File: src/rtl/prog_clk_div_pkg.sv
// Shared constants and helpers for the programmable clock divider.
// Latency: n/a (package only).
// Backpressure: n/a (package only).
//
// Contents: default counter width and reset divisor, named half-period
// constants for common rates (50 MHz system clock assumed), and the
// channel-index width helper used to size the write-channel port.
package prog_clk_div_pkg;

    localparam int CW_DEFAULT      = 16;
    localparam int DEF_DIV_DEFAULT = 12500;

    // Half-periods in system-clock cycles at 50 MHz.
    localparam int DIV_DISPLAY     = 12500;   // 2 kHz display refresh
    localparam int DIV_TONE_1KHZ   = 25000;   // 1 kHz tone
    localparam int DIV_TONE_2KHZ   = 12500;   // 2 kHz tone

    // Width of a channel index; never narrower than one bit.
    function automatic int ch_idx_w(input int n_ch);
        return (n_ch > 1) ? $clog2(n_ch) : 1;
    endfunction

endpackage

File: src/rtl/prog_clk_div_ch.sv
// One divider channel: counter, active/shadow divisor, divided clock and tick.
// Latency: all outputs registered; first toggle active_div cycles after en rises.
// Backpressure: accepts a write only while no shadow divisor is pending.
//
// Ports:
//   i_clk      system clock          i_reset    async active-low reset
//   i_en       run enable            i_wr       write request for this channel
//   i_wr_div   new half-period       o_clk_out  divided clock, 50% duty
//   o_tick     1-cycle pulse on each rising o_clk_out
//   o_pending  shadow divisor waiting for the next terminal count
module prog_clk_div_ch #(
    parameter int CW      = 16,
    parameter int DEF_DIV = 12500
) (
    input  logic          i_clk,
    input  logic          i_reset,
    input  logic          i_en,
    input  logic          i_wr,
    input  logic [CW-1:0] i_wr_div,
    output logic          o_clk_out,
    output logic          o_tick,
    output logic          o_pending
);

    logic [CW-1:0] r_cnt;
    logic [CW-1:0] r_active_div;
    logic [CW-1:0] r_shadow_div;
    logic          r_pending;
    logic          r_clk_out;
    logic          r_tick;

    logic w_parked;
    logic w_tc;
    logic w_apply;
    logic w_accept;

    // A zero divisor parks the channel; the subtraction below is only
    // meaningful when the divisor is non-zero, so it is masked by w_parked.
    assign w_parked = (r_active_div == '0);
    assign w_tc     = i_en && !w_parked && (r_cnt == r_active_div - CW'(1));

    // A pending divisor waits for a terminal count so the running half-period
    // completes; an idle or parked channel has no half-period to protect.
    // Because r_pending is registered, a terminal count in the accept cycle
    // itself still runs on the old divisor.
    assign w_apply  = r_pending && (w_tc || !i_en || w_parked);
    assign w_accept = i_wr && !r_pending;

    always_ff @(posedge i_clk or negedge i_reset) begin
        if (!i_reset) begin
            r_cnt        <= '0;
            r_active_div <= CW'(DEF_DIV);
            r_shadow_div <= CW'(DEF_DIV);
            r_pending    <= 1'b0;
            r_clk_out    <= 1'b0;
            r_tick       <= 1'b0;
        end else begin
            r_tick <= 1'b0;
            if (!i_en || w_parked) begin
                r_cnt     <= '0;
                r_clk_out <= 1'b0;
            end else if (w_tc) begin
                r_cnt     <= '0;
                r_clk_out <= ~r_clk_out;
                r_tick    <= ~r_clk_out;   // pulse only on the 0->1 toggle
            end else begin
                r_cnt <= r_cnt + CW'(1);
            end

            // Apply and accept are mutually exclusive: apply needs pending=1,
            // accept needs pending=0.
            if (w_apply) begin
                r_active_div <= r_shadow_div;
                r_pending    <= 1'b0;
                r_cnt        <= '0;
            end else if (w_accept) begin
                r_shadow_div <= i_wr_div;
                r_pending    <= 1'b1;
            end
        end
    end

    assign o_clk_out = r_clk_out;
    assign o_tick    = r_tick;
    assign o_pending = r_pending;

endmodule

File: src/rtl/prog_clk_divider.sv
// Multi-channel programmable clock divider / enable generator.
// Latency: outputs registered; a divisor write takes effect at the channel's next terminal count.
// Backpressure: wr_ready drops for a channel while it holds an unapplied divisor.
//
// Ports:
//   i_clk       system clock            i_reset     async active-low reset
//   i_en        per-channel run enable  i_wr_valid  divisor write request
//   i_wr_ch     target channel          i_wr_div    new half-period
//   o_wr_ready  write accepted when i_wr_valid & o_wr_ready
//   o_clk_out   divided clocks          o_tick      rising-edge pulses
//   o_pending   per-channel shadow divisor waiting
module prog_clk_divider
    import prog_clk_div_pkg::*;
#(
    parameter  int N_CH    = 2,
    parameter  int CW      = CW_DEFAULT,
    parameter  int DEF_DIV = DEF_DIV_DEFAULT,
    localparam int CHW     = ch_idx_w(N_CH)
) (
    input  logic            i_clk,
    input  logic            i_reset,
    input  logic [N_CH-1:0] i_en,
    input  logic            i_wr_valid,
    input  logic [CHW-1:0]  i_wr_ch,
    input  logic [CW-1:0]   i_wr_div,
    output logic            o_wr_ready,
    output logic [N_CH-1:0] o_clk_out,
    output logic [N_CH-1:0] o_tick,
    output logic [N_CH-1:0] o_pending
);

    logic [N_CH-1:0] w_wr_sel;
    logic [N_CH-1:0] w_pending;
    logic            w_wr_ready;

    // Out-of-range channel numbers match no channel: ready stays high and the
    // write is silently dropped.
    always_comb begin
        w_wr_ready = 1'b1;
        for (int i = 0; i < N_CH; i++) begin
            if (i_wr_ch == CHW'(i)) begin
                w_wr_ready = ~w_pending[i];
            end
        end
    end

    for (genvar g = 0; g < N_CH; g++) begin : g_ch
        assign w_wr_sel[g] = i_wr_valid && (i_wr_ch == CHW'(g));

        prog_clk_div_ch #(
            .CW      (CW),
            .DEF_DIV (DEF_DIV)
        ) u_ch (
            .i_clk     (i_clk),
            .i_reset   (i_reset),
            .i_en      (i_en[g]),
            .i_wr      (w_wr_sel[g]),
            .i_wr_div  (i_wr_div),
            .o_clk_out (o_clk_out[g]),
            .o_tick    (o_tick[g]),
            .o_pending (w_pending[g])
        );
    end

    assign o_wr_ready = w_wr_ready;
    assign o_pending  = w_pending;

endmodule

File: config.mk
export PLATFORM = sky130hd
export DESIGN_NAME = prog_clk_divider
export DESIGN_NICKNAME = d
export VERILOG_FILES = /design/src/rtl/prog_clk_div_pkg.sv /design/src/rtl/prog_clk_div_ch.sv /design/src/rtl/prog_clk_divider.sv
export SDC_FILE = /design/constraint.sdc
export NUM_CORES = 1
export LEC_CHECK = 0
export CAP_MARGIN = 20
export CORE_MARGIN = 5
export CORE_UTILIZATION = 60
export DETAILED_ROUTE_END_ITERATION = 10
export DONT_BUFFER_PORTS = 1
export PLACE_DENSITY = 0.87
export SLEW_MARGIN = 20
export SYNTH_ARGS = -nofsm -noshare
export SYNTH_HDL_FRONTEND = slang
export SYNTH_SLANG_ARGS = --single-unit
File: constraint.sdc
create_clock -name i_clk -period 3.6 [get_ports i_clk]
set_clock_uncertainty 0.15 [all_clocks]
set_input_delay 0.36 -clock i_clk [delete_from_list [all_inputs] [get_ports i_clk]]
set_output_delay 0.36 -clock i_clk [all_outputs]
set_load 0.05 [all_outputs]
# After elaboration in Yosys (flattened, before gate mapping)
# Cells that the tools add are included.
[word_totals]
regBits = 102
in_bits = 22
output_inout_bits = 7
wordCells = 74
[op_classes]
n_addsub = 4
eq_ne = 2
n_mux = 19
bitwise = 7
reduce_logical = 30
[op_table]
columns = ["cell", "n"]
rows = [
  ["2-to-1 mux 16 bit", 6],
  ["adder 16 x 1 -> 16 bit, second input constant", 2],
  ["equality test 16 bit", 2],
  ["zero test 16 bit", 2],
  ["subtractor 16 x 1 -> 16 bit, second input constant", 2],
  ["2-to-1 mux 1 bit", 13],
  ["logical AND 1 bit", 10],
  ["nonzero test 2 bit", 4],
  ["inverter 1 bit", 7],
  ["zero test 1 bit", 6],
  ["logical OR 1 bit", 6],
  ["AND reduction 2 bit", 2],
]

# Longest topological paths before layout
[depth]
ltp_word = 9
mapped_depth = 13
mapped_depth_nobuf = 9

# Cells and area by module
# Synthesis repeated with hierarchy kept, for this count alone.
[hier_totals]
hier_cells = 515
hier_area_um2 = 5733.0
[by_module_without_submodules]
columns = ["mod", "n_inst", "cells_each", "area_each_um2", "seq_area_each_um2"]
rows = [
  ["prog_clk_div_ch (g_ch[0].u_ch)", 1, 282, 2986.6, 1291.2],
  ["prog_clk_div_ch (g_ch[1].u_ch)", 1, 230, 2722.6, 1291.2],
  ["prog_clk_divider", 1, 3, 23.8, 0.0],
]

# Worst setup path before layout
# OpenSTA, ideal clock, no wires.
[synth_path]
path_type = "flip-flop to flip-flop"
start = "reg g_ch[1].u_ch.r_active_div[0]"
end = "reg g_ch[1].u_ch.r_active_div[10]"
setup_ns = 0.125
arrival_ns = 2.720
required_time_ns = 3.325
slack_ns = 0.605
path_stages_with_launch = 12
path_buffers = 2
period_less_slack_ns = 2.995
path_cell_list = "dfrtp_1 inv_1 ha_1 or3b_2 o41ai_2 o32a_1 a21oi_2 nor4_2 a22o_1 buf_6 buf_12 mux2_4"
[synth_via]
elab_chain_len = 7
elab_cells_between_ends = 9
classes_between = "add/sub (1); eq/ne (1); reduce/logical (7)"
[synth_rtl]
columns = ["item", "line_no", "text"]
rows = [
  ["start, declared", "prog_clk_div_ch.sv:26", "logic [CW-1:0] r_active_div;"],
  ["start signal, assigned", "prog_clk_div_ch.sv:52", "r_active_div <= CW'(DEF_DIV);"],
  ["start signal, assigned", "prog_clk_div_ch.sv:73", "r_active_div <= r_shadow_div;"],
  ["parallel branches: the longest is 5 deep, another holds subtractor 16 x 1 -> 16 bit", "--", ""],
  ["logical OR 1 bit (*)", "prog_clk_div_ch.sv:46", "assign w_apply = r_pending && (w_tc || !i_en || w_parked);"],
  ["logical AND 1 bit (*)", "prog_clk_div_ch.sv:46", ""],
]
# Mark *: on every way between the ends.
# A chain may end at the register's enable or synchronous reset.

# Worst setup path after layout
[layout_path]
start = "reg g_ch[0].u_ch.r_active_div[0]"
end = "reg g_ch[0].u_ch.r_active_div[15]"
[layout_via]
elab_chain_len = 7
elab_cells_between_ends = 9
classes_between = "add/sub (1); eq/ne (1); reduce/logical (7)"
[layout_rtl]
columns = ["item", "line_no"]
rows = [
  ["start, declared", "prog_clk_div_ch.sv:26"],
  ["start signal, assigned", "prog_clk_div_ch.sv:52"],
  ["start signal, assigned", "prog_clk_div_ch.sv:73"],
  ["parallel branches: the longest is 5 deep, another holds subtractor 16 x 1 -> 16 bit", "--"],
  ["logical OR 1 bit (*)", "prog_clk_div_ch.sv:46"],
  ["logical AND 1 bit (*)", "prog_clk_div_ch.sv:46"],
]
# Marked as above.

==> results by group <==
Timing
  – Final setup fails: 0
  – Worst hold-check slack: 0.0208 ns
  – Fmax: 301 MHz
  – Final Hold Fails: 0
  – Minimum clock period: 3.32 ns
  – Worst Tran Pin Value: 0.988 ns
  – Setup TNS: 0 ns
  – Worst slew margin: 34.1%
  – Final period util: 92.2%
  – Slew Limit Fails: 0
  – Unrepaired setup endpoints after global routing: no

Drt
  – Wire per inst: 17.6 um
  – Routed Antenna Nets: 0
  – Vias post-DR: 3,916
  – DR DRC count: 0
  – Vias/cell: 6.13
  – Routed WL: 11,300 um
  – Pre-Repair DR Iteration Count: 5
  – Number of DRC markers in iteration 0: 256

Floorplanning
  – Io pins: 29
  – Cell Rows: 35
  – Die Ht: 107 um
  – Die width: 107 um
  – Core area: 9200 um^2
  – Initial core utilization: 61.4%
  – Die area: 11,500 um^2

Finish
  – Sequential cell area: 2580 um^2
  – Nets: 551
  – ANT cells: 0
  – Fraction of layout cells with a size suffix above 1: 24.6%
  – Layout area overhead: 7.15%
  – Fin area: 6050 um^2
  – Filler cell count: 653
  – Multi-input gate area: 2830 um^2

Logic synthesis
  – Unique cell type count in the Yosys netlist: 61
  – Avg Cell Area, Syn: 11.0 um^2
  – Commonest cells in the netlist: dfrtp_1, nor2_1, mux2_2
  – Synth top area share: 34.6%
  – Syn nets: 541
  – Post-Syn Area: 5650 um^2
  – Number of synthesized flops with an enable pin: 0
  – Most frequent cell after synthesis: dfrtp_1
  – Main synth FF type: dfrtp_1
  – Area leader, netlist: dfrtp_1
  – Area contributors post-synth: dfrtp_1, dfstp_2, mux2_2, xnor2_1, mux2_4
  – Warnings, synthesis: 0
  – Yosys reg bits: 102
  – Async S/R FF share, synth: 100%
  – Register area share after synthesis: 45.7%
  – Synth Instances: 513

Global route
  – Total track usage: 21.3%
  – Largest net degree at the start of global routing: 103
  – Grt ovf: 0
  – Vias in the first global route: 3,996
  – First-pass GRT wire length: 19,600 um
  – Initial antenna violation count: 0

Worst setup path
  – Crit-path cells: nor2_1 > o21ai_0 > a22o_1 > a211oi_2 > nor4b_4 > o21ai_2 > mux2_2
  – Required @ worst endpoint: 3.68 ns
  – Worst Setup End Kind: flip-flop
  – R2R cell count: 7
  – Critical path type: flip-flop to flip-flop
  – CP Launch Type: flip-flop
  – Critical path's largest stage delay: 0.77 ns
  – Worst path slowest cell: o21ai_2
  – Crit-path max FO: 15
  – Worst Path Arrival: 3.40 ns

Placement
  – Dpl hpwl: 8090 um
  – # port buffers: 0
  – Placement-stage cell area: 5670 um^2
  – GPL Wtd Cong: 0.917

Clocking
  – Clock-pin slew on the worst setup and hold paths: 0.09 ns
  – H-tree Lvls: 3
  – Clock Path Buffers: 2
  – Clk sinks: 102
  – Root Buffer: clkbuf_8
  – TritonCTS clock tree: built
  – Clk Latency, worst-skew pair: 0.36 ns
  – TritonCTS Buffers: 9

Worst hold path
  – Worst Hold Depth: 1
  – Hold Crit Class: input port to flip-flop

Pwr
  – NetSw: 1360 uW
  – Switching share of power: 35.7%
  – Gate power share: 33.8%
  – Max VDD drop: 0.338 mV
  – Power Total: 3810 uW
  – Internal power: 2450 uW
  – Power density cells: 629 nW/um^2
  – Leakage power: 0.00249 uW
  – Part of the power in registers: 48.9%
  – Clock share of power: 17.3%

Job
  – MaxCap Viol Count: 0

Outcome
  – Status: complete, no violations
## critical path, delay by kind of cell (launching register included)
kind             cells  cell delay (ns)
AO/OA/AOI/OAI        4             1.55
flip-flops           1             0.47
multiplexers         1             0.42
AND/OR/NAND/NOR      2             0.59
## per-stage QoR
step	setup WS [ns]	std cells	util [%]
after detailed placement	0.277	605	61.7
after CTS	0.252	638	65.7
after global placement	0.482	605	61.7
after global routing	0.0445	639	65.8
final	0.283	639	65.8
after floorplan	0.605	513	-
## registers in the layout (all words and copies together) (netlist names)
name and flops:
g_ch.u_ch.r_active_div 32, g_ch.u_ch.r_cnt 32, g_ch.u_ch.r_shadow_div 32, g_ch.u_ch.o_clk_out 2, g_ch.u_ch.o_pending 2, g_ch.u_ch.o_tick 2
## logic make-up after synthesis
family | after synthesis | share of synthesized area (%)
mux | 66 | 14.4
fa+ha+maj | 6 | 1.33
xor+xnor | 65 | 10.1
flops | 102 | 45.7
compound gates | 53 | 6.93
simple gates | 176 | 17.2
buf+inv | 45 | 4.36
## what timing repair did
item                       4_1_cts  5_1_grt
buffers inserted                 0        0
setup endpoints to repair        0        2
gates resized for setup          0        1
hold endpoints to repair       131        2
hold buffers                    17        1
## cells in the final DEF (no fill, tap or decap), types with 3 or more instances in the layout
master and n:
a21oi_1 5, a31oi_1 8, and3_1 13, and4_1 4
buf_4 7, clkbuf_8 11, clkinv_2 3, dfrtp_1 78
dfstp_2 24, dlygate4sd3_1 17, ha_1 6, inv_1 18
mux2_2 43, mux2_4 20, mux2i_1 3, nand2_1 17
nand2b_1 8, nand3_1 22, nand4_1 9, nor2_1 56
nor2b_1 4, nor3_1 10, nor3b_1 3, nor4_1 7
nor4_2 5, o21a_1 4, o21ai_0 10, o31ai_1 4
or2_2 3, or4_1 3, xnor2_1 41, xor2_1 24
## area by class of cell
type / instances / area share [%]
Multi-Input combinational cell: 366 / 46.7
Sequential cell: 102 / 42.7
Timing Repair Buffer: 26 / 4.32
Clock buffer: 12 / 2.56
Tap cell: 111 / 2.29
Inverter: 18 / 1.12
Clock inverter: 4 / 0.372
## layer usage
layer / vias up / track usage [%] / wire length, um
li1: 1814 / - / -
met1: 1957 / 28.7 / 5020
met2: 131 / 33.6 / 5370
met4: 0 / 8.49 / 184
met5: - / 0 / 0
met3: 14 / 4.39 / 699
## path summary, 6_finish.rpt
kind / start / slack [ns] / to
setup / recovery: g_ch[0].u_ch.r_active_div[0] / 0.28 / g_ch[0].u_ch.r_active_div[15]
hold / removal: i_wr_div[12] / 0.02 / g_ch[0].u_ch.r_shadow_div[12]
setup reg to reg: g_ch[0].u_ch.r_active_div[0] / 0.28 / g_ch[0].u_ch.r_active_div[15]
hold reg to reg: g_ch[1].u_ch.r_shadow_div[0] / 0.36 / g_ch[1].u_ch.r_shadow_div[0]
max in group asynchronous: i_reset / 2.40 / g_ch[1].u_ch.r_active_div[12]
min in group asynchronous: i_reset / 0.46 / g_ch[1].u_ch.r_shadow_div[1]
## power groups by stage
stage	clock network (uW)	registers (uW)	logic (uW)
floorplan	0	1680	1140
global placement	0	1860	1150
detailed placement	0	1870	1220
CTS	677	1860	1280
global route	730	1910	1410
finish	660	1860	1290
Power figures use the tool's default switching activity.
